## config.mk

```make
export PLATFORM = sky130hd
export DESIGN_NAME = cva6_rvfi_collector_flat
export DESIGN_NICKNAME = d
export VERILOG_FILES = /design/src/rtl/cva6_rvfi_collector_if.sv /design/src/rtl/cva6_rvfi_collector.sv /design/src/flat_wrapper.sv
export SDC_FILE = /design/constraint.sdc
export NUM_CORES = 2
export LEC_CHECK = 0
export BUFFER_PORTS_ARGS = -buffer_cell sky130_fd_sc_hd__buf_4
export CAP_MARGIN = 5
export CORE_MARGIN = 10
export CORE_UTILIZATION = 66
export DETAILED_ROUTE_END_ITERATION = 10
export PLACE_DENSITY = 0.86
export SLEW_MARGIN = 5
export SYNTH_ARGS = -nofsm -noshare
export SYNTH_HDL_FRONTEND = slang
export SYNTH_SLANG_ARGS = --single-unit
```

## constraint.sdc

```tcl
create_clock -name clk_i -period 50.1 [get_ports clk_i]
set_input_delay 10.02 -clock clk_i [delete_from_list [all_inputs] [get_ports clk_i]]
set_output_delay 10.02 -clock clk_i [all_outputs]
set_load 0.02 [all_outputs]
```

## src/rtl/cva6_rvfi_collector_if.sv

```systemverilog
// Retire-port inputs and trace-record stream of the RVFI collector.
// Revision: 1.0
`default_nettype none

interface cva6_rvfi_collector_if #(
  parameter int NrCommitPorts = 2,
  parameter int XLEN          = 64
);
  localparam int TraceW = 16 + XLEN + 32 + 1 + XLEN + 5 + XLEN;

  logic [NrCommitPorts-1:0]           rvfi_valid_i;
  logic [NrCommitPorts-1:0][XLEN-1:0] rvfi_pc_i;
  logic [NrCommitPorts-1:0][31:0]     rvfi_insn_i;
  logic [NrCommitPorts-1:0]           rvfi_trap_i;
  logic [NrCommitPorts-1:0][XLEN-1:0] rvfi_cause_i;
  logic [NrCommitPorts-1:0][4:0]      rvfi_rd_addr_i;
  logic [NrCommitPorts-1:0][XLEN-1:0] rvfi_rd_wdata_i;
  logic                               trace_valid_o;
  logic                               trace_ready_i;
  logic [TraceW-1:0]                  trace_o;

  modport master (
    output rvfi_valid_i, rvfi_pc_i, rvfi_insn_i, rvfi_trap_i, rvfi_cause_i,
           rvfi_rd_addr_i, rvfi_rd_wdata_i, trace_ready_i,
    input  trace_valid_o, trace_o
  );

  modport slave (
    input  rvfi_valid_i, rvfi_pc_i, rvfi_insn_i, rvfi_trap_i, rvfi_cause_i,
           rvfi_rd_addr_i, rvfi_rd_wdata_i, trace_ready_i,
    output trace_valid_o, trace_o
  );
endinterface

`default_nettype wire

```

## src/rtl/cva6_rvfi_collector.sv

```systemverilog
// Compacts multi-port RVFI retires into a sequence-tagged record FIFO.
// Revision: 1.0
`default_nettype none

module cva6_rvfi_collector #(
  parameter int NrCommitPorts = 2,
  parameter int XLEN          = 64,
  parameter int Depth         = 8
) (
  input  logic                     clk_i,
  input  logic                     rst_i,
  input  logic                     clear_i,
  cva6_rvfi_collector_if.slave     bus,
  output logic                     overflow_o,
  output logic [15:0]              drop_cnt_o,
  output logic [$clog2(Depth):0]   level_o
);
  localparam int LW     = $clog2(Depth) + 1;
  localparam int PW     = (Depth > 1) ? $clog2(Depth) : 1;
  localparam int TW     = 16 + XLEN + 32 + 1 + XLEN + 5 + XLEN;
  localparam int c_MASK = Depth - 1;

  logic [TW-1:0] r_mem [Depth];
  logic [PW-1:0] r_rptr;
  logic [PW-1:0] r_wptr;
  logic [LW-1:0] r_level;
  logic [15:0]   r_seq;
  logic [15:0]   r_drop;
  logic          r_overflow;

  logic          w_pop;
  logic [LW-1:0] w_free;
  logic [LW-1:0] w_nvalid;
  logic [LW-1:0] w_npush;
  logic [LW-1:0] w_ndrop;
  logic [LW-1:0] w_off [NrCommitPorts];
  logic [PW-1:0] w_idx [NrCommitPorts];
  logic [PW-1:0] w_rptr_nxt;
  logic [PW-1:0] w_wptr_nxt;
  logic [16:0]   w_drop_sum;

  // w_off[p] is the slot offset of port p after squeezing out invalid ports
  always_comb begin
    w_pop    = (r_level != '0) && bus.trace_ready_i;
    w_free   = LW'(Depth) - r_level + LW'(w_pop);
    w_nvalid = '0;
    for (int p = 0; p < NrCommitPorts; p++) begin
      w_off[p] = w_nvalid;
      w_idx[p] = PW'((int'(r_wptr) + int'(w_nvalid)) & c_MASK);
      if (bus.rvfi_valid_i[p]) begin
        w_nvalid = w_nvalid + LW'(1);
      end
    end
    w_npush    = (w_nvalid < w_free) ? w_nvalid : w_free;
    w_ndrop    = w_nvalid - w_npush;
    w_rptr_nxt = PW'((int'(r_rptr) + int'(w_pop)) & c_MASK);
    w_wptr_nxt = PW'((int'(r_wptr) + int'(w_npush)) & c_MASK);
    w_drop_sum = {1'b0, r_drop} + 17'(w_ndrop);
  end

  always_ff @(posedge clk_i) begin
    for (int p = 0; p < NrCommitPorts; p++) begin
      if (!clear_i && bus.rvfi_valid_i[p] && (w_off[p] < w_npush)) begin
        r_mem[w_idx[p]] <= {r_seq + 16'(w_off[p]),
                            bus.rvfi_pc_i[p],
                            bus.rvfi_insn_i[p],
                            bus.rvfi_trap_i[p],
                            bus.rvfi_cause_i[p],
                            bus.rvfi_rd_addr_i[p],
                            bus.rvfi_rd_wdata_i[p]};
      end
    end
  end

  always_ff @(posedge clk_i or posedge rst_i) begin
    if (rst_i) begin
      r_rptr     <= '0;
      r_wptr     <= '0;
      r_level    <= '0;
      r_seq      <= '0;
      r_drop     <= '0;
      r_overflow <= 1'b0;
    end else if (clear_i) begin
      r_rptr     <= '0;
      r_wptr     <= '0;
      r_level    <= '0;
      r_seq      <= '0;
      r_drop     <= '0;
      r_overflow <= 1'b0;
    end else begin
      r_rptr  <= w_rptr_nxt;
      r_wptr  <= w_wptr_nxt;
      r_level <= r_level + w_npush - LW'(w_pop);
      r_seq   <= r_seq + 16'(w_npush);
      if (w_ndrop != '0) begin
        r_overflow <= 1'b1;
        r_drop     <= w_drop_sum[16] ? 16'hFFFF : w_drop_sum[15:0];
      end
    end
  end

  // Empty FIFO presents zeros, which also covers the in-reset value
  assign bus.trace_valid_o = (r_level != '0);
  assign bus.trace_o       = (r_level != '0) ? r_mem[r_rptr] : '0;
  assign overflow_o        = r_overflow;
  assign drop_cnt_o        = r_drop;
  assign level_o           = r_level;

endmodule

`default_nettype wire

```

## src/flat_wrapper.sv

```systemverilog
// flat-port wrapper written by rule: the top's interface ports become plain ports
module cva6_rvfi_collector_flat 
#(
  parameter int NrCommitPorts = 2,
  parameter int XLEN          = 64,
  parameter int Depth         = 8
)
  (clk_i, rst_i, clear_i, overflow_o, drop_cnt_o, level_o, bus_rvfi_valid_i, bus_rvfi_pc_i, bus_rvfi_insn_i, bus_rvfi_trap_i, bus_rvfi_cause_i, bus_rvfi_rd_addr_i, bus_rvfi_rd_wdata_i, bus_trace_ready_i, bus_trace_valid_o, bus_trace_o);
  cva6_rvfi_collector_if #(.NrCommitPorts(NrCommitPorts), .XLEN(XLEN)) bus_i ();
  input  logic clk_i;
  input  logic rst_i;
  input  logic clear_i;
  output logic overflow_o;
  output logic [15:0] drop_cnt_o;
  output logic [$clog2(Depth):0] level_o;
  input wire logic [$bits(bus_i.rvfi_valid_i)-1:0] bus_rvfi_valid_i;
  input wire logic [$bits(bus_i.rvfi_pc_i)-1:0] bus_rvfi_pc_i;
  input wire logic [$bits(bus_i.rvfi_insn_i)-1:0] bus_rvfi_insn_i;
  input wire logic [$bits(bus_i.rvfi_trap_i)-1:0] bus_rvfi_trap_i;
  input wire logic [$bits(bus_i.rvfi_cause_i)-1:0] bus_rvfi_cause_i;
  input wire logic [$bits(bus_i.rvfi_rd_addr_i)-1:0] bus_rvfi_rd_addr_i;
  input wire logic [$bits(bus_i.rvfi_rd_wdata_i)-1:0] bus_rvfi_rd_wdata_i;
  input wire logic [$bits(bus_i.trace_ready_i)-1:0] bus_trace_ready_i;
  output wire logic [$bits(bus_i.trace_valid_o)-1:0] bus_trace_valid_o;
  output wire logic [$bits(bus_i.trace_o)-1:0] bus_trace_o;
  assign bus_i.rvfi_valid_i = bus_rvfi_valid_i;
  assign bus_i.rvfi_pc_i = bus_rvfi_pc_i;
  assign bus_i.rvfi_insn_i = bus_rvfi_insn_i;
  assign bus_i.rvfi_trap_i = bus_rvfi_trap_i;
  assign bus_i.rvfi_cause_i = bus_rvfi_cause_i;
  assign bus_i.rvfi_rd_addr_i = bus_rvfi_rd_addr_i;
  assign bus_i.rvfi_rd_wdata_i = bus_rvfi_rd_wdata_i;
  assign bus_i.trace_ready_i = bus_trace_ready_i;
  assign bus_trace_valid_o = bus_i.trace_valid_o;
  assign bus_trace_o = bus_i.trace_o;
  cva6_rvfi_collector #(.NrCommitPorts(NrCommitPorts), .XLEN(XLEN), .Depth(Depth)) u_core (.clk_i(clk_i), .rst_i(rst_i), .clear_i(clear_i), .bus(bus_i), .overflow_o(overflow_o), .drop_cnt_o(drop_cnt_o), .level_o(level_o));
endmodule
```

==> results.json <==
{
  "skew_ps": 29.1,
  "fill_cells": 8667,
  "firstDrtPassIters": 6,
  "power.density_nw_per_um2": 44.6,
  "clk_pin_slew_ps": 60,
  "hold_path_class": "reg -> reg",
  "hold-path-cell-count": 2,
  "setup_violations": 0,
  "fin_crit_sh_pct": 33.1,
  "status": "finished, final reports clean",
  "synth_edf_count": 1968,
  "synthCells": 5818,
  "hold_ws_ps": 504,
  "worst_path_max_delay_cell": "mux2_2",
  "ir_drop_mv": 0.0429,
  "cts_buffers": 202,
  "fmax_mhz": 60.3,
  "antenna_found_initial": 97,
  "overflow": 0,
  "cts_hold_buf": 0,
  "max-cap-violations": 0,
  "crit_required_ps": 50670,
  "crit_top_cell": "buf_4",
  "grt_util_met3_pct": 7.71,
  "yosysSeqAreaShare_pct": 59.1,
  "rsz0062_at_grt": "no",
  "port_buffers": 733,
  "core_area_um2": 154000,
  "layout_min_cycle_time_ps": 16580,
  "critical_path_arrival_ps": 17150,
  "drc": 0,
  "fin_tns_setup_ps": 0,
  "reg2regPathDepth": 18,
  "path_max_fanout": 67,
  "ant_nets": 0,
  "clockBufferDepth": 3,
  "fp-row-count": 144,
  "ys_ff_latch": 2011,
  "initial_core_util_pct": 66.2,
  "ys.flop_type": "edfxtp_1",
  "final_layout_size_suffix_gt1_share_pct": 52.4,
  "ys_async_sr_fraction_pct": 2.14,
  "avgSynthCellArea_um2": 17.5,
  "met2_usage_pct": 50.9,
  "groute.usage.overall_pct": 31.3,
  "htreeDepth": 4,
  "synth_area_um2": 102000,
  "busiest_layer": "met2",
  "crit_path_max_incr_delay_ps": 1130,
  "viasPerCell": 6.79,
  "hold_viol_final": 0,
  "yosys.cell_types.count": 52,
  "power_mw": 5.15,
  "postPlaceCellArea_um2": 109000,
  "post-cts-setup-buffers": 0,
  "final_area_um2": 115000,
  "cts_resized": 0,
  "grt_max_degree": 140,
  "worst_slew_pin_slew_ps": 1480,
  "die_w_um": 413,
  "leakage_nw": 39.5,
  "finalNetCount": 6913,
  "cts_root_buffer": "clkbuf_16",
  "die_h_um": 413,
  "wl_mm": 271,
  "grt_pass1_wl_mm": 401,
  "dr.first_iter.drc_count": 6891,
  "end_kind": "flop",
  "area_growth_pct": 13.3,
  "insertion_delay_ps": 830,
  "path_cells": "buf_4 > nand2_1 > ha_1 > inv_1 > ha_1 > inv_1 > ha_1 > o21ai_0 > a2111oi_4 > mux2_2 > or3_4 > buf_4 > buf_4 > buf_4 > mux2_2",
  "first_global_vias": 62325,
  "cts_tree": "yes",
  "cts_sinks": 2011,
  "place_congestion": 0.834,
  "path_class": "in -> reg",
  "hpwl_mm": 152,
  "yosys_warnings": 0,
  "max_slew_margin_pct": 1.43,
  "dieArea_um2": 170000,
  "grt_use_met1_pct": 39.9,
  "cp-start-kind": "input pin",
  "vias": 58989,
  "pin_count": 734,
  "wl_per_cell_um": 31.2,
  "slew_viol_final": 0
}
state kept, by name (all words and copies together) (netlist names):
signal and flops:
u_core.r_rptr 3, u_core.r_seq 16, u_core.r_wptr 3, u_core.overflow_o 1, u_core.drop_cnt_o 16, u_core.r_mem 1968, u_core.level_o 4
worst max-delay path: cells and delay by family:
family	cells	cell delay (ps)
buffers and inverters	6	2620
muxes	2	1560
and+or+nand+nor	2	1020
AOI/OAI and AO/OA	2	930
adders and majority gates	3	810
cell type report:
cell class                 instances  area (um2)  area share (%)
clock inverter                    79         617           0.535
sequential                      2011       60200            52.2
tap                             2044        2560            2.22
antenna                           74         185           0.161
inverter                          31         116           0.101
timing repair buffer             819        6360            5.51
clock buffer                     286        5570            4.83
multi-input combinational       3350       39800            34.5
cell usage in the layout (no fill, tap or decap), drive strengths merged, types with 5 or more instances in the layout:
master and instances:
a21o 8, a21oi 18, a31oi 5, and3 5, and4 5, buf 819, bufinv 8, clkbuf 286
clkinv 66, dfrtp 43, diode 74, edfxtp 1968, fa 5, ha 27, inv 34, mux2 1860
mux2i 248, mux4 492, nand2 31, nand3 21, nand4 50, nand4b 5, nor2 287, nor2b 15
nor3 13, nor4 61, o21ai 13, or3 7, or4 6, xnor2 61, xor2 67
final timing paths:
path	startpoint	end	slack [ps]
min in group asynchronous	rst_i	u_core.drop_cnt_o[3]	9380
max	bus_trace_ready_i	u_core.r_mem[1][125]	33520
min reg2reg	u_core.overflow_o	u_core.overflow_o	500
max reg2reg	u_core.level_o[2]	u_core.r_mem[1][125]	41150
min	u_core.overflow_o	u_core.overflow_o	500
max in group asynchronous	rst_i	u_core.r_rptr[2]	40250
synthesized netlist by cell type (3+ instances only):
library cell	instances	area share, %
a211oi_1	4	0.029
a21o_1	8	0.059
a21oi_1	18	0.088
a31oi_1	5	0.031
and2_1	3	0.018
and3_1	5	0.031
and4_1	5	0.043
buf_1	92	0.34
buf_2	137	0.67
buf_6	19	0.21
clkbuf_1	179	0.66
dfrtp_1	43	1.1
edfxtp_1	1968	58
fa_1	5	0.098
ha_1	27	0.33
inv_1	30	0.11
mux2_1	7	0.077
mux2_2	1691	19
mux2_4	162	2.4
mux2i_1	248	2.4
mux4_2	492	11
nand2_1	31	0.11
nand2b_1	4	0.025
nand3_1	21	0.10
nand4_1	50	0.31
nand4b_1	5	0.043
nor2_1	287	1.1
nor2b_1	15	0.092
nor3_1	13	0.064
nor4_1	61	0.37
nor4b_1	4	0.034
o21ai_0	13	0.064
o31ai_1	4	0.029
or3_1	7	0.043
or4_1	6	0.044
xnor2_1	61	0.52
xor2_1	67	0.58
metrics by stage:
stage	cells	utilization, %	worst slack (ps)
3_3_place_gp	8255	70.9	32840
4_1_cts	8620	74.9	33670
6_report	8694	75.1	33520
5_1_grt	8681	75.0	33250
2_1_floorplan	5819	-	11640
3_5_place_dp	8255	70.9	32770
metal layers:
layer  routed length [um]  up-vias
met1                99900    30615
met5                  445        -
met2               134000     3023
met3                25000      568
met4                11500       68
li1                     -    24715
power by group:
group | switching (mW) | internal (mW)
sequential | 0.0563 | 2.02
clock | 0.630 | 0.811
combinational | 0.943 | 0.690
cells by family after synthesis:
family	synth area share [%]
xor gates and xnor gates	1.10
adders and majority gates	0.430
AOI/OAI and AO/OA	0.450
other	0.00368
buffers and inverters	2.00
and+or+nand+nor	2.42
DFF	59.1
muxes	34.5
No activity file was read; power rests on OpenSTA's default activity.
